--- src/rtl/ktc_mmio_pkg.sv ---
// rtl/ktc_mmio_pkg.sv - shared state type and default decode addresses for the ktc16 test MMIO port
package ktc_mmio_pkg;

   typedef enum logic [1:0] {RUN, PASS, FAIL, TIMEOUT} test_state_t;

   localparam logic [31:0] CONSOLE_ADDR = 32'd80;
   localparam logic [31:0] RESULT_ADDR  = 32'd84;

endpackage

--- src/rtl/ktc_sync_fifo.sv ---
// rtl/ktc_sync_fifo.sv - single-clock FIFO with a registered head byte (0 when empty)
module ktc_sync_fifo #(
   parameter int WIDTH = 8,
   parameter int DEPTH = 8
) (
   input  logic             clk,
   input  logic             reset,
   input  logic             push,
   input  logic             pop,
   input  logic [WIDTH-1:0] din,
   output logic             full,
   output logic             empty,
   output logic [WIDTH-1:0] head
);

   localparam int AW = $clog2(DEPTH);

   logic [AW:0]      wr_ptr, rd_ptr, wr_nxt, rd_nxt;
   logic [WIDTH-1:0] mem [DEPTH];
   logic [WIDTH-1:0] head_nxt;
   logic             do_pop;

   assign empty  = (wr_ptr == rd_ptr);
   assign full   = (wr_ptr[AW] != rd_ptr[AW]) && (wr_ptr[AW-1:0] == rd_ptr[AW-1:0]);
   assign do_pop = pop & ~empty;
   assign wr_nxt = wr_ptr + {{AW{1'b0}}, push};
   assign rd_nxt = rd_ptr + {{AW{1'b0}}, do_pop};

   // The next head is the incoming byte when it lands in the slot the read pointer moves to.
   always_comb begin
      head_nxt = '0;
      if (wr_nxt != rd_nxt) begin
         if (push && (rd_nxt[AW-1:0] == wr_ptr[AW-1:0]))
            head_nxt = din;
         else
            head_nxt = mem[rd_nxt[AW-1:0]];
      end
   end

   always_ff @(posedge clk or negedge reset) begin
      if (!reset) begin
         wr_ptr <= '0;
         rd_ptr <= '0;
         head   <= '0;
      end else begin
         wr_ptr <= wr_nxt;
         rd_ptr <= rd_nxt;
         head   <= head_nxt;
      end
   end

   always_ff @(posedge clk) begin
      if (push)
         mem[wr_ptr[AW-1:0]] <= din;
   end

endmodule

--- src/rtl/ktc_test_mmio.sv ---
// rtl/ktc_test_mmio.sv - ktc16 store decoder: console FIFO, pass/fail result port, watchdog, ram gating
module ktc_test_mmio #(
   parameter logic [31:0] CONSOLE_ADDR   = ktc_mmio_pkg::CONSOLE_ADDR,
   parameter logic [31:0] RESULT_ADDR    = ktc_mmio_pkg::RESULT_ADDR,
   parameter logic [31:0] PASS_VALUE     = 32'd7,
   parameter int          FIFO_DEPTH     = 8,
   parameter int unsigned TIMEOUT_CYCLES = 100000,
   parameter logic        STRICT         = 1'b0
) (
   input  logic        clk,
   input  logic        reset,
   input  logic        memwrite,
   input  logic [31:0] addr,
   input  logic [31:0] wd,
   output logic        ram_we,
   output logic        tx_valid,
   output logic [7:0]  tx_data,
   input  logic        tx_ready,
   output logic        done,
   output logic        pass,
   output logic        timeout,
   output logic        overflow,
   output logic [31:0] fail_code,
   output logic [31:0] cycle_cnt
);

   import ktc_mmio_pkg::*;

   test_state_t state, state_nxt;
   logic [31:0] fail_code_nxt;
   logic        running, is_console, is_result;
   logic        console_st, pop, push, drop, full, empty;

   assign running    = (state == RUN);
   assign is_console = (addr == CONSOLE_ADDR);
   assign is_result  = (addr == RESULT_ADDR);
   assign console_st = memwrite & running & is_console;
   assign pop        = tx_valid & tx_ready;
   // A full FIFO still takes the byte when the consumer frees a slot in the same cycle.
   assign push       = console_st & (~full | pop);
   assign drop       = console_st & full & ~pop;

   assign ram_we   = memwrite & running & ~is_console & ~is_result & ~STRICT;
   assign tx_valid = ~empty;
   assign done     = (state != RUN);
   assign pass     = (state == PASS);
   assign timeout  = (state == TIMEOUT);

   ktc_sync_fifo #(
      .WIDTH (8),
      .DEPTH (FIFO_DEPTH)
   ) u_tx_fifo (
      .clk   (clk),
      .reset (reset),
      .push  (push),
      .pop   (pop),
      .din   (wd[7:0]),
      .full  (full),
      .empty (empty),
      .head  (tx_data)
   );

   always_comb begin
      state_nxt     = state;
      fail_code_nxt = fail_code;
      if (running) begin
         if (memwrite && is_result) begin
            if (wd == PASS_VALUE) begin
               state_nxt = PASS;
            end else begin
               state_nxt     = FAIL;
               fail_code_nxt = wd;
            end
         end else if (STRICT && memwrite && !is_console) begin
            state_nxt     = FAIL;
            fail_code_nxt = addr;
         end else if ((TIMEOUT_CYCLES != 0) && !memwrite && (cycle_cnt == TIMEOUT_CYCLES - 1)) begin
            state_nxt = TIMEOUT;
         end
      end
   end

   always_ff @(posedge clk or negedge reset) begin
      if (!reset) begin
         state     <= RUN;
         fail_code <= '0;
         cycle_cnt <= '0;
         overflow  <= 1'b0;
      end else begin
         state     <= state_nxt;
         fail_code <= fail_code_nxt;
         if (running && (cycle_cnt != 32'hFFFF_FFFF))
            cycle_cnt <= cycle_cnt + 32'd1;
         if (drop)
            overflow <= 1'b1;
      end
   end

endmodule

--- config.mk ---
export PLATFORM = sky130hd
export DESIGN_NAME = ktc_test_mmio
export DESIGN_NICKNAME = d
export VERILOG_FILES = /design/src/rtl/ktc_mmio_pkg.sv /design/src/rtl/ktc_sync_fifo.sv /design/src/rtl/ktc_test_mmio.sv
export SDC_FILE = /design/constraint.sdc
export NUM_CORES = 1
export LEC_CHECK = 0
export BUFFER_PORTS_ARGS = -buffer_cell sky130_fd_sc_hd__buf_2
export CORE_UTILIZATION = 35
export CTS_CLUSTER_DIAMETER = 150
export CTS_CLUSTER_SIZE = 20
export DETAILED_ROUTE_END_ITERATION = 16
export MAX_ROUTING_LAYER = met4
export PLACE_DENSITY = 0.66
export SLEW_MARGIN = 20
export SYNTH_ARGS = -nofsm -noshare
export SYNTH_HDL_FRONTEND = slang
export SYNTH_SLANG_ARGS = --single-unit
export TNS_END_PERCENT = 10
--- constraint.sdc ---
create_clock -name clk -period 3.1 [get_ports clk]
set_input_delay 0.465 -clock clk [delete_from_list [all_inputs] [get_ports clk]]
set_output_delay 0.465 -clock clk [all_outputs]
set_load 0.02 [all_outputs]
==> metrics.yaml, run 1 <==
ctsHoldBuffers: 0
ys_ff_latch: 147
wl_per_cell_um: 16.91
synth-seq-area-share_pct: 62.26
setup_viol: 0
yosysTopAreaCellShare_pct: 32.34
num_vias: 4343
finalCritPeriodShare_pct: 89.02
synthAdderAreaFrac_pct: 0.9741
setup-tns-final_ns: 0
rsz0062_at_grt: "false"
hpwl_um: 10730
start_util_pct: 35.75
yosysWarnings: 0
dieArea_um2: 18900
gp_congestion: 0.8775
ant_nets: 0
drt_iter0_drc: 222
avgSynthCellArea_um2: 14.40
drt_pre_antenna_iters: 4
synthMuxAreaShare_pct: 12.88
required_ns: 3.40
final_nets: 687
grt_max_degree: 44
max_freq_mhz: 362.4
grt_pass1_wl_um: 23450
synthSimpleGateAreaFrac_pct: 12.51
io_buffers: 145
critPathArrivalTime_ns: 3.06
finalWirelength_um: 14480
drc: 0
post-route-min-period_ns: 2.759
syn-instance-count: 446
viasPerCell: 5.074
grtUsageTotal_pct: 17.02
synth_fp_nets: 519
startpoint_type: "register"
yosysUniqueCellTypes: 53
cts_tree: "done"
synthArstFlopShare_pct: 56.46
drive_above_1_share_pct: 41.79
p_per_area_nw_per_um2: 573.9
area_delta_synth_final_pct: 26.26
cts_buffer_depth: 2
core_um2: 17960
synth_compound_area_share_pct: 3.351
cts_resized: 0
synth_top_area_cell: "dfrtp_1"
placed_cell_area_um2: 7523
postCtsSetupBuffers: 0
cts_max_level: 4
cts_buffers: 17
clock_latency_ns: 0.41
endpoint_kind: "register"
rows: 49
tightest_slew_ns: 0.5331
die_h_um: 137.5
fin_skew_ns: 0.005220
status: "finished clean"
maxCapViolations: 0
hold_violations: 0
clkTransAtPathRegs_ns: 0.06
synth_top_family_by_area: "multiplexers"
syn-cell-area_um2: 6422
vdd.ir_drop.worst_uv: 402.1
hold_class: "in -> async"
power.leakage_nw: 3.705
synth_edf_count: 64
grt-ovfl-total: 0
ys.flop_type: "dfrtp_1"
die_x_um: 137.5
clock-sinks: 147
rrSetupSlack_ns: 0.34
grt_pass1_vias: 4544
antenna_found_initial: 0
crit_fanout: 8
pre_cts_ws_ns: 0.07058
slew_headroom_pct: 64.13
io_pins: 146
n_antenna_cell: 0
drv_slew: 0
cts_root_buffer: "clkbuf_16"
synth.area.top_cells: "dfrtp_1, edfxtp_1, mux2_2"
critical_path_class: "reg -> reg"
finish.instance_area_um2: 8109
synthXorXnorAreaFrac_pct: 6.137
setup_ws_ns: 0.3405
## routing by layer
layer  track usage (%)  wire, um
met1             20.14      6007
met2             28.39      7559
met3             4.525       706
met4             5.006       204
met5                 -         0
## metrics by stage
step                instances  power, mW  hold WS, ns  utilization (%)
finish                    856      4.654      0.03982            45.14
global route              856      4.866      0.06781            45.14
floorplan                 446      2.498       0.1694                -
CTS                       856      4.729      0.04704            45.11
global placement          824      2.715       0.4554            41.88
detailed placement        824      2.727       0.4529            41.88
## layout make-up
| class | count | area (um2) |
|---|---|---|
| Clock buffer | 20 | 479.2 |
| Inverter | 5 | 18.77 |
| Timing Repair Buffer | 166 | 910.9 |
| Multi-Input combinational cell | 277 | 2313 |
| Tap cell | 229 | 286.5 |
| Fill cell | 1630 | 9854 |
| Clock inverter | 12 | 101.3 |
| Sequential cell | 147 | 3999 |
## registers in the layout, indices dropped and copies added, names as in the netlist
| name | cells |
|---|---|
| overflow | 1 |
| u_tx_fifo.wr_ptr | 4 |
| cycle_cnt | 32 |
| state | 2 |
| u_tx_fifo.head | 8 |
| u_tx_fifo.rd_ptr | 4 |
| fail_code | 32 |
| u_tx_fifo.mem | 64 |
## final timing paths
check / from / endpoint / cells after the start
min reg2reg: overflow / overflow / 1
min in group clk: wd[29] / fail_code[29] / 2
min: reset / fail_code[18] / 1
max: state[0] / u_tx_fifo.head[6] / 11
max in group asynchronous: reset / u_tx_fifo.head[5] / 2
max reg2reg: state[0] / u_tx_fifo.head[6] / 11
## Yosys cell counts (6+ instances only)
| cell type | instances |
|---|---|
| and4_1 | 6 |
| nand4_1 | 17 |
| nand2_1 | 22 |
| o211a_1 | 8 |
| mux2_2 | 33 |
| mux2i_1 | 8 |
| dfrtp_1 | 83 |
| mux4_2 | 16 |
| nor3_1 | 9 |
| nor4_1 | 18 |
| o21ai_0 | 8 |
| xor2_1 | 18 |
| xnor2_1 | 27 |
| edfxtp_1 | 64 |
| nand3_1 | 16 |
| nor2_1 | 26 |
## cells by family (layout without fill, tap and decap cells)
group | Yosys count | count (layout)
flip-flops | 147 | 147
AND/OR/NAND/NOR | 142 | 142
multiplexers | 58 | 58
XOR/XNOR | 45 | 45
AO/OA/AOI/OAI | 27 | 27
buffers and inverters | 22 | 203
adder cells (fa/ha/maj) | 5 | 5
## power by group
| part | total (mW) | leakage [nW] | switching [mW] | internal [mW] |
|---|---|---|---|---|
| Sequential | 2.07 | 1.72 | 0.00959 | 2.06 |
| Clock | 1.98 | 0.285 | 0.782 | 1.20 |
| Combinational | 0.601 | 1.70 | 0.300 | 0.301 |
| Total | 4.65 | 3.70 | 1.09 | 3.56 |
## cell usage in the layout, fill, tap and decap left out, types with 2 or more instances in the layout
master      instances
buf_4              20
nand2_1            22
clkinvlp_4          2
or2_2               3
xnor2_1            27
inv_6               2
a211o_1             2
dfrtp_1            83
nor4_1             18
o21ai_0             8
mux2_2             33
nor2_1             26
nand2b_1            3
nand4_1            17
and3_1              3
nor3_1              9
xor2_1             18
a21oi_1             2
ha_1                5
inv_1               5
edfxtp_1           64
buf_12              2
and2_1              2
nand3_1            16
clkinv_2            4
buf_2             144
clkbuf_16          19
o211a_1             8
and4_1              6
mux2i_1             8
mux4_2             16
nor4b_1             2
## critical path, cell delays in order, from the launching register on
cell	delay [ns]
dfrtp_1	0.43
nor2_1	0.16
inv_1	0.12
nor3b_2	0.25
o2111ai_1	0.17
inv_1	0.11
ha_1	0.17
nand2_1	0.07
xnor2_1	0.14
xor2_1	0.14
or4_1	0.70
o211a_1	0.18
No activity file was read; power rests on OpenSTA's default activity.
==> inputs of run 2 (changes only) <==
Settings changed: CTS_BUF_LIST from default to sky130_fd_sc_hd__clkbuf_8, PLACE_DENSITY 0.66 to 0.56, SLEW_MARGIN 20 to 15.
==> run 2 against run 1 <==
Against the previous run:
- final cell count is 0.12% lower
- core utilization decreased by 0.97 points
- critical endpoint is now u_tx_fifo.head[1]
- non-clock buffer count fell by 1
- clock skew rose by 0.015 ns
- critical path depth fell by 2
- setup slack got worse by 0.10 ns
- routed wire length is 4.1% higher
- global-route usage increased by 0.35 points
- combinational power rose by 3%
==> metrics.yaml, run 2 (synthesized netlist as in run 1, its figures left out) <==
clkTransAtPathRegs_ns: 0.10
setup-tns-final_ns: 0
cp_slowest_cell: "or4_1"
grt_max_degree: 84
finalCritPeriodShare_pct: 92.39
critical_path_class: "reg -> reg"
start_util_pct: 35.75
io_pins: 146
grt-ovfl-total: 0
die_x_um: 137.5
postCtsSetupBuffers: 0
layout_common_cells: "buf_2, dfrtp_1, edfxtp_1"
hold_class: "in -> async"
status: "finished clean"
critPathBufInv: 0
tightest_slew_ns: 0.7807
rsz0062_at_grt: "false"
drv_slew: 0
clock-sinks: 147
core_um2: 17960
p_total_mw: 4.204
rows: 49
path_delay_family: "simple AND/OR/NAND/NOR gates"
clock_latency_ns: 0.46
crit_path_max_incr_delay_ns: 0.72
grtUsageTotal_pct: 17.37
max_freq_mhz: 349.1
gp_congestion: 0.8292
nFillCells: 1671
drc: 0
setup_viol: 0
multi_input_comb_area_um2: 2313
vdd.ir_drop.worst_uv: 272.5
n_antenna_cell: 0
cts_buffers: 17
finalWirelength_um: 15070
cts_buffer_depth: 2
endpoint_kind: "register"
fin_skew_ns: 0.02052
register_area_um2: 3999
post-route-min-period_ns: 2.864
drt_pre_antenna_iters: 4
grt_pass1_wl_um: 23680
drt_iter0_drc: 189
io_buffers: 145
ctsHoldBuffers: 0
cts_max_level: 4
maxCapViolations: 0
drive_above_1_share_pct: 42.01
ant_nets: 0
startpoint_type: "register"
cts_root_buffer: "clkbuf_8"
largest_register_ffs: 64
crit_chain: "xnor2_1 > nand4_1 > and2_1 > ha_1 > ha_1 > xor2_1 > xor2_1 > or4_1 > o211a_1"
slew_headroom_pct: 47.95
p_per_area_nw_per_um2: 529.8
wl_per_cell_um: 17.63
area_delta_synth_final_pct: 23.55
hpwl_um: 10620
power.leakage_nw: 3.626
final_nets: 686
cts_tree: "done"
crit_fanout: 8
antenna_found_initial: 0
dieArea_um2: 18900
viasPerCell: 5.094
grt_pass1_vias: 4392
hold-worst-slack_ns: 0.04170
die_h_um: 137.5
cts_resized: 0
hold_violations: 0
critPathArrivalTime_ns: 3.21
required_ns: 3.44
mostFrequentLayoutCell: "buf_2"
num_vias: 4355
-- run 2: cell types whose count changed in the layout (fill, tap and decap cells not counted), sizes merged --
| cell | change |
|---|---|
| clkinv | -2 |
| clkinvlp | -2 |
| inv | +8 |
| buf | -1 |
| clkbuf | -3 |
| bufinv | -1 |
-- run 2: metal layers --
layer  vias to the layer above  global-route usage (%)  routed length, um
met1                      2207                   21.85               6653
li1                       2031                       -                  -
met2                       102                   27.69               7638
met5                         -                       -                  0
met3                        15                   4.194                622
met4                         0                   5.250                158
-- run 2: worst register-to-register path, stage by stage (launching register included) --
cell and delay, ns:
dfrtp_1 0.47, xnor2_1 0.21, nand4_1 0.15, and2_1 0.19, ha_1 0.20, ha_1 0.19, xor2_1 0.35, xor2_1 0.11
or4_1 0.72, o211a_1 0.19
-- run 2: power breakdown --
group | leakage [nW] | internal (mW) | switching, mW
logic | 1.70 | 0.300 | 0.317
clock network | 0.209 | 0.627 | 0.890
registers | 1.72 | 2.06 | 0.0103
total | 3.63 | 2.99 | 1.22
-- run 2: layout make-up --
| type | count | share of cell area (%) |
|---|---|---|
| clock buffers | 17 | 2.949 |
| clock inverters | 15 | 2.223 |
| inverters | 5 | 0.2365 |
| multi-input cells | 277 | 29.15 |
| flip-flops and latches | 147 | 50.39 |
| well taps | 229 | 3.611 |
| repair buffers | 165 | 11.43 |
-- run 2: per-stage QoR --
step | setup slack, ns | cell area [um2] | cells | util (%)
after floorplan | 0.01622 | 6426 | 446 | -
after global placement | 0.1709 | 7516 | 823 | 41.84
after detailed placement | 0.06710 | 7516 | 823 | 41.84
after CTS | 0.1138 | 7926 | 855 | 44.12
after global routing | 0.03447 | 7935 | 855 | 44.17
final | 0.2359 | 7935 | 855 | 44.17
-- run 2: worst paths after layout --
path                                      from                   to  slack [ns]  cells after the start
min                                      reset        cycle_cnt[10]        0.04                      1
max in group asynchronous                reset  u_tx_fifo.rd_ptr[1]        2.49                      1
min reg2reg                           overflow             overflow        0.50                      1
max                        u_tx_fifo.wr_ptr[0]    u_tx_fifo.head[1]        0.24                      9
max reg2reg                u_tx_fifo.wr_ptr[0]    u_tx_fifo.head[1]        0.24                      9
min in group clk                        wd[14]        fail_code[14]        0.26                      2
==> inputs of run 3 (changes only) <==
Settings changed: CORE_MARGIN from default to 1.5.
==> run 3 against run 2 <==
Against the previous run:
- count of clock-buffer cells in the layout stayed put
- setup slack better by 0.024 ns
- global-route usage is 0.92 points lower
- combinational power hardly changed
- first-iteration DRC count is 33% higher
- largest cell class unchanged
==> metrics.yaml, run 3 (synthesized netlist as in run 1, its figures left out) <==
postCtsSetupBuffers: 0
multi_input_comb_area_um2: 2313
nFillCells: 1649
grtUsageTotal_pct: 16.45
fin_skew_ns: 0.01565
finalCritPeriodShare_pct: 91.61
critical_path_class: "reg -> reg"
final_util_pct: 43.95
clkTransAtPathRegs_ns: 0.08
layout_common_cells: "buf_2, dfrtp_1, edfxtp_1"
clock_latency_ns: 0.45
grt_pass1_vias: 4521
status: "finished clean"
crit_path_max_incr_delay_ns: 0.70
grt-ovfl-total: 0
drv_slew: 0
rsz0062_at_grt: "false"
required_ns: 3.44
wl_per_cell_um: 17.29
swShare_pct: 26.49
endpoint_kind: "register"
core_um2: 17960
switchingPower_mw: 1.080
vdd.ir_drop.worst_uv: 275.5
max_freq_mhz: 352.1
p_per_area_nw_per_um2: 516.5
drt_pre_antenna_iters: 4
p_total_mw: 4.078
cts_resized: 0
slew_headroom_pct: 48.11
finalWirelength_um: 14760
setup-tns-final_ns: 0
dieArea_um2: 19170
maxCapViolations: 0
crit_fanout: 8
tightest_slew_ns: 0.7783
critPathBufInv: 0
mostFrequentLayoutCell: "buf_2"
startpoint_type: "register"
pre_cts_ws_ns: 0.05466
hold_class: "in -> async"
crit_chain: "xnor2_1 > nand4_1 > and2_1 > ha_1 > ha_1 > xor2_1 > xor2_1 > or4_1 > o211a_1"
power.leakage_nw: 3.596
largest_register_ffs: 64
hold_violations: 0
p_clk_share_pct: 34.2
ant_nets: 0
cts_buffer_depth: 2
setup_ws_ns: 0.2600
critPathArrivalTime_ns: 3.18
area_delta_synth_final_pct: 22.93
die_h_um: 138.5
register_area_um2: 3999
cts_root_buffer: "clkbuf_8"
n_antenna_cell: 0
internal_power_mw: 2.998
grt_pass1_wl_um: 23950
antenna_found_initial: 0
viasPerCell: 5.125
p_seq_share_pct: 50.8
clock-sinks: 147
final_nets: 685
start_util_pct: 35.75
ctsHoldBuffers: 0
drc: 0
hpwl_um: 10410
combPwrFrac_pct: 15.1
cts_buffers: 17
gp_congestion: 0.8072
post-route-min-period_ns: 2.840
io_buffers: 145
path_delay_family: "simple AND/OR/NAND/NOR gates"
cts_max_level: 4
setup_viol: 0
drt_iter0_drc: 251
cts_tree: "done"
die_x_um: 138.5
grt_max_degree: 84
cp_slowest_cell: "or4_1"
io_pins: 146
rows: 49
num_vias: 4377
drive_above_1_share_pct: 41.44
-- run 3: changes by cell type in the layout (fill, tap and decap cells not counted), sizes merged --
cell | before | now
bufinv | 0 | 1
clkinv | 4 | 3
inv | 16 | 12
clkinvlp | 0 | 4
buf | 165 | 164
-- run 3: worst reg2reg max path: stages (launching register included) --
cell,delay (ns)
dfrtp_1,0.46
xnor2_1,0.21
nand4_1,0.17
and2_1,0.20
ha_1,0.19
ha_1,0.19
xor2_1,0.33
xor2_1,0.11
or4_1,0.70
o211a_1,0.17
-- run 3: power groups by stage --
stage                     Sequential [mW]  Clock (mW)  Combinational, mW
after global placement               2.11           0              0.622
final                                2.07        1.39              0.614
after global routing                 2.07        1.52              0.674
after CTS                            2.07        1.44              0.629
after floorplan                      2.14           0              0.358
after detailed placement             2.11           0              0.627
-- run 3: routing by layer --
metal	routed length (um)	part of all wire (%)	global-route usage, %	up-vias
met4	229	1.6	6.260	0
met3	755	5.1	4.087	17
met1	6400	43	20.37	2216
met2	7377	50	26.11	124
met5	0	0	-	-
li1	-	-	-	2020
-- run 3: metrics by stage --
stage / std cells / instance area, um2 / hold WS, ns
after global routing: 854 / 7895 / 0.1145
final: 854 / 7895 / 0.05498
after global placement: 822 / 7521 / 0.4573
after CTS: 854 / 7886 / 0.2220
after detailed placement: 822 / 7521 / 0.4596
after floorplan: 446 / 6426 / 0.1694
-- run 3: cell type report --
type / instances / area share [%]
flip-flops and latches: 147 / 50.65
multi-input cells: 277 / 29.30
repair buffers: 164 / 11.55
well taps: 229 / 3.629
clock buffers: 17 / 2.964
clock inverters: 15 / 1.664
inverters: 5 / 0.2377
-- run 3: path summary, 6_finish.rpt --
check / from / to / slack [ns] / cells past startpoint
hold reg to reg: overflow / overflow / 0.48 / 1
setup / recovery: u_tx_fifo.wr_ptr[0] / u_tx_fifo.head[3] / 0.26 / 9
setup reg to reg: u_tx_fifo.wr_ptr[0] / u_tx_fifo.head[3] / 0.26 / 9
hold / removal: reset / cycle_cnt[14] / 0.05 / 1
min in group clk: wd[14] / fail_code[14] / 0.26 / 2
max in group asynchronous: reset / fail_code[12] / 2.51 / 1
